**config.mk**
```make
export PLATFORM = sky130hd
export DESIGN_NAME = vga_timing_gen
export DESIGN_NICKNAME = d
export VERILOG_FILES = /design/src/rtl/vga_timing_gen.sv
export SDC_FILE = /design/constraint.sdc
export NUM_CORES = 1
export LEC_CHECK = 0
export CAP_MARGIN = 25
export CORE_UTILIZATION = 53
export CTS_CLUSTER_DIAMETER = 40
export DETAILED_ROUTE_END_ITERATION = 10
export PLACE_DENSITY = 0.79
export SLEW_MARGIN = 10
export SYNTH_ARGS = -nofsm -noshare
export SYNTH_HDL_FRONTEND = slang
export SYNTH_SLANG_ARGS = --single-unit
```
**constraint.sdc**
```tcl
create_clock -name vga_clk -period 2.15 [get_ports vga_clk]
set_input_delay 0.5375 -clock vga_clk [delete_from_list [all_inputs] [get_ports vga_clk]]
set_output_delay 0.5375 -clock vga_clk [all_outputs]
set_load 0.05 [all_outputs]
```
**src/rtl/vga_timing_gen.sv**
```systemverilog
// VGA timing generator, 640x480 @ 60 Hz by default, one pixel per vga_clk.
//
// Free-running horizontal/vertical counters are decoded into scan coordinates,
// an active-display enable and line/frame start pulses, all registered. The
// hs/vs sync pins get SYNC_DELAY extra register stages so their edges line up
// with colour from a renderer whose pipeline is that many cycles deep.
//
// Ports:
//   vga_clk     in   pixel clock, rising edge
//   reset_n     in   asynchronous active-low reset
//   DrawX       out  current pixel column, 0..H_TOTAL-1
//   DrawY       out  current line, 0..V_TOTAL-1
//   blank       out  1 = active display area, 0 = blanking
//   hs          out  horizontal sync, active low, delayed by SYNC_DELAY
//   vs          out  vertical sync, active low, delayed by SYNC_DELAY
//   frame_start out  one-cycle pulse at DrawX=0, DrawY=0
//   line_start  out  one-cycle pulse at DrawX=0
module vga_timing_gen #(
  parameter int unsigned H_ACTIVE   = 640,
  parameter int unsigned H_FP       = 16,
  parameter int unsigned H_SYNC     = 96,
  parameter int unsigned H_BP       = 48,
  parameter int unsigned V_ACTIVE   = 480,
  parameter int unsigned V_FP       = 10,
  parameter int unsigned V_SYNC     = 2,
  parameter int unsigned V_BP       = 33,
  parameter int unsigned SYNC_DELAY = 2   // 0..4
) (
  input  logic       vga_clk,
  input  logic       reset_n,
  output logic [9:0] DrawX,
  output logic [9:0] DrawY,
  output logic       blank,
  output logic       hs,
  output logic       vs,
  output logic       frame_start,
  output logic       line_start
);

  localparam int unsigned H_TOTAL = H_ACTIVE + H_FP + H_SYNC + H_BP;
  localparam int unsigned V_TOTAL = V_ACTIVE + V_FP + V_SYNC + V_BP;

  localparam logic [9:0] HMax       = 10'(H_TOTAL - 1);
  localparam logic [9:0] VMax       = 10'(V_TOTAL - 1);
  localparam logic [9:0] HActive    = 10'(H_ACTIVE);
  localparam logic [9:0] VActive    = 10'(V_ACTIVE);
  localparam logic [9:0] HSyncStart = 10'(H_ACTIVE + H_FP);
  localparam logic [9:0] HSyncEnd   = 10'(H_ACTIVE + H_FP + H_SYNC);
  localparam logic [9:0] VSyncStart = 10'(V_ACTIVE + V_FP);
  localparam logic [9:0] VSyncEnd   = 10'(V_ACTIVE + V_FP + V_SYNC);

  logic [9:0] hc_q, hc_d;
  logic [9:0] vc_q, vc_d;
  logic       hc_wrap;

  logic       blank_d;
  logic       line_start_d;
  logic       frame_start_d;
  logic       hs_raw;
  logic       vs_raw;

  // Index 0 is the output register, 1..SYNC_DELAY are the delay stages.
  logic [SYNC_DELAY:0] hs_pipe_q;
  logic [SYNC_DELAY:0] vs_pipe_q;

  // Counter next state: vc advances only when hc wraps, both wrap together.
  always_comb begin
    hc_wrap = (hc_q == HMax);
    hc_d    = hc_wrap ? 10'd0 : hc_q + 10'd1;
    vc_d    = vc_q;
    if (hc_wrap) begin
      vc_d = (vc_q == VMax) ? 10'd0 : vc_q + 10'd1;
    end
  end

  // Output decode from the current counter state.
  always_comb begin
    blank_d       = (hc_q < HActive) && (vc_q < VActive);
    line_start_d  = (hc_q == 10'd0);
    frame_start_d = (hc_q == 10'd0) && (vc_q == 10'd0);
    hs_raw        = !((hc_q >= HSyncStart) && (hc_q < HSyncEnd));
    // vs covers whole lines, so it depends on vc only.
    vs_raw        = !((vc_q >= VSyncStart) && (vc_q < VSyncEnd));
  end

  always_ff @(posedge vga_clk or negedge reset_n) begin
    if (!reset_n) begin
      hc_q        <= 10'd0;
      vc_q        <= 10'd0;
      DrawX       <= 10'd0;
      DrawY       <= 10'd0;
      blank       <= 1'b0;
      line_start  <= 1'b0;
      frame_start <= 1'b0;
    end else begin
      hc_q        <= hc_d;
      vc_q        <= vc_d;
      DrawX       <= hc_q;
      DrawY       <= vc_q;
      blank       <= blank_d;
      line_start  <= line_start_d;
      frame_start <= frame_start_d;
    end
  end

  // Sync output register plus delay line; all stages reset inactive (high).
  if (SYNC_DELAY > 0) begin : g_sync_delay
    always_ff @(posedge vga_clk or negedge reset_n) begin
      if (!reset_n) begin
        hs_pipe_q <= '1;
        vs_pipe_q <= '1;
      end else begin
        hs_pipe_q <= {hs_pipe_q[SYNC_DELAY-1:0], hs_raw};
        vs_pipe_q <= {vs_pipe_q[SYNC_DELAY-1:0], vs_raw};
      end
    end
  end else begin : g_sync_nodelay
    always_ff @(posedge vga_clk or negedge reset_n) begin
      if (!reset_n) begin
        hs_pipe_q <= '1;
        vs_pipe_q <= '1;
      end else begin
        hs_pipe_q <= hs_raw;
        vs_pipe_q <= vs_raw;
      end
    end
  end

  assign hs = hs_pipe_q[SYNC_DELAY];
  assign vs = vs_pipe_q[SYNC_DELAY];

endmodule

```
==> reports/metrics.yaml <==
run_status:
  outcome: "completed"
timing:
  slew_viol_final: 0
  setup_viol: 0
  max_slew_margin: 0.559
  worstMarginPinSlew_ns: 0.661
  fmax_mhz: 486
  rsz0062_at_grt: "no"
  hold_viol_final: 0
  period_share: 0.957
  finalSetupTns_ns: 0
  fin_crit_ns: 2.06
  clock_skew_ns: 0.0129
setup_path:
  cp_max_fo: 1
  crit_slowest_cell: "clkdlybuf4s50_1"
  path_buf_inv: 1
  cp-start-kind: "flip-flop"
  cp_top_family: "buffers and inverters"
  r2r_start: "hc_q[5]$_DFF_PN0_"
  rr_worst_depth: 5
  cp.required_ns: 1.61
  cp-end-kind: "output pin"
  crit_path_max_incr_delay_ns: 0.80
  cp.arrival_ns: 1.52
  reg2reg_slack_ns: 0.41
  rr_endpoint: "vc_q[6]$_DFFE_PN0N_"
  crit_chain: "clkdlybuf4s50_1"
  crit_type: "reg -> out"
cells_and_area:
  areaGrowthSynthToFinish_pct: 17.2
  num_antenna_cells: 0
  nets: 178
  layout-drive-gt1-share: 0.150
  final_cell_area_sq_mm: 0.00222
logic_synthesis:
  synthArstFlopShare: 1.00
  synth_area_sq_mm: 0.00190
  yosysMostFrequentCell: "dfrtp_1"
  synth_cell_types: 35
  seq_area_frac_synth: 0.651
  synth_top_cell_by_area: "dfrtp_1"
  ys_warn_count: 0
  synthTopCellsByArea: "dfrtp_1 57%, dfstp_2 8.3%, nand3_1 2.9%, xnor2_1 2.8%, ha_1 2.6%"
  synth-seq-cells: 49
  synthCells: 140
  synth_top_area_frac: 0.568
  syn_nets: 146
  synth_commonest_cells: "43 x dfrtp_1, 11 x nand3_1"
  synth-edff-count: 0
  synth_ff_type: "dfrtp_1"
  synth.avg_cell_area_sq_um: 13.5
power:
  p_comb_frac: 0.014
  switching_share: 0.220
  p_int_w: 0.00105
  clkPwrFrac: 0.303
  powerDensity_mw_per_mm2: 608
  peakVddDrop_v: 0.000343
  leakagePower_nw: 1.03
  p_total_w: 0.00135
  power_frac_seq: 0.683
  p_sw_w: 0.000298
clock_tree:
  cts_inserted_buffers: 5
  cts_setup_buffers: 0
  clk_latency_ns: 0.37
  cts_buffer_depth: 2
  h-tree-depth: 2
  clock_sinks: 49
  cts_tree: "built"
  ctsHoldBuffers: 0
  post_cts_resized: 0
  clk_pin_slew_ns: 0.14
  clockRootBuffer: "clkbuf_4"
routing:
  first_pass_iters: 4
  routed_via_density: 5.47
  drtIter0Drc: 34
  drt.antenna.violating_nets: 0
  wl_um: 3130
  drc_errors: 0
  post_drt_wl_per_cell_um: 14.3
  vias: 1199
global_routing:
  antenna_found_initial: 0
  grt_pass1_wl_um: 5190
  grt_max_degree: 34
  first_global_vias: 1110
  grt_overflow: 0
  grt_usage: 0.198
floorplanning:
  die_h_um: 61.8
  initial_utilization: 0.559
  core_sq_mm: 0.00339
  rows: 21
  dieArea_sq_mm: 0.00382
  die_w_um: 61.8
  io-pin-count: 27
placed_design:
  hpwl_um: 2200
  gp_congestion: 0.820
  port_buffers: 26
  place_area_sq_mm: 0.00217
run:
  drv_cap: 0
hold_path:
  hp-class: "in -> async"
[area by class of cell]
| cell class | count | area, sq um |
|---|---|---|
| Clock inverter | 2 | 15.0 |
| Clock buffer | 6 | 41.3 |
| Tap cell | 46 | 57.6 |
| Timing Repair Buffer | 29 | 273 |
| Fill cell | 258 | 1170 |
| Inverter | 4 | 15.0 |
| Sequential cell | 49 | 1230 |
| Multi-Input combinational cell | 83 | 587 |
[how the worst max path moves through the flow]
stage                     endpoint          startpoint  cells past startpoint
6_report                  DrawX[0]  DrawX[0]$_DFF_PN0_                      1
2_1_floorplan  vc_q[4]$_DFFE_PN0N_   hc_q[5]$_DFF_PN0_                      4
3_3_place_gp              DrawX[0]  DrawX[0]$_DFF_PN0_                      1
4_1_cts                   DrawX[0]  DrawX[0]$_DFF_PN0_                      1
5_1_grt                   DrawY[7]  DrawY[7]$_DFF_PN0_                      1
3_5_place_dp   vc_q[6]$_DFFE_PN0N_   hc_q[0]$_DFF_PN0_                      6
[cells by family (layout without fill, tap and decap cells)]
logic type                 after synthesis  in the layout  share of synthesized area
xor gates and xnor gates                10             10                     0.0462
adders and majority gates                4              4                     0.0264
buffers and inverters                    8             41                     0.0396
muxes                                    1              1                    0.00594
DFF                                     49             49                      0.651
and+or+nand+nor                         55             55                      0.188
AOI/OAI and AO/OA                       13             13                     0.0429
[flip-flops by register name, indices dropped and copies added, names as in the netlist]
| signal | cells |
|---|---|
| DrawX | 10 |
| DrawY | 10 |
| blank | 1 |
| frame_start | 1 |
| hc_q | 10 |
| hs_pipe_q | 3 |
| line_start | 1 |
| vc_q | 10 |
| vs_pipe_q | 3 |
[power groups by stage]
stage	registers [W]	logic (W)	clock network, W
after floorplan	0.000939	0.000000000297	0
after global placement	0.000939	0.0000205	0
after detailed placement	0.000939	0.0000210	0
after CTS	0.000922	0.0000209	0.000419
after global routing	0.000923	0.0000242	0.000451
final	0.000922	0.0000196	0.000409
[placed cells by master, fill, tap and decap left out, drive strengths merged, types with 5 or more instances in the layout]
cell	instances
nor2	6
clkbuf	6
dfstp	6
nand2	5
dfrtp	43
buf	6
and3	7
clkdlybuf4s50	23
xnor2	6
o21ai	5
and4	6
nand3	11
[per-stage QoR]
stage               setup slack, ns  utilization  instances  hold slack (ns)
global placement              0.500        0.639        211            0.346
detailed placement            0.396        0.639        211            0.347
floorplan                     0.561            -        140            0.242
CTS                          0.0650        0.656        219            0.194
global route                 0.0379        0.656        219            0.248
finish                       0.0916        0.656        219            0.178
[routing by layer]
layer	track usage	wire length, um
met4	0.114	69
met1	0.273	1490
met2	0.293	1460
met5	0	0
met3	0.0393	108
No activity file was read; power rests on OpenSTA's default activity.
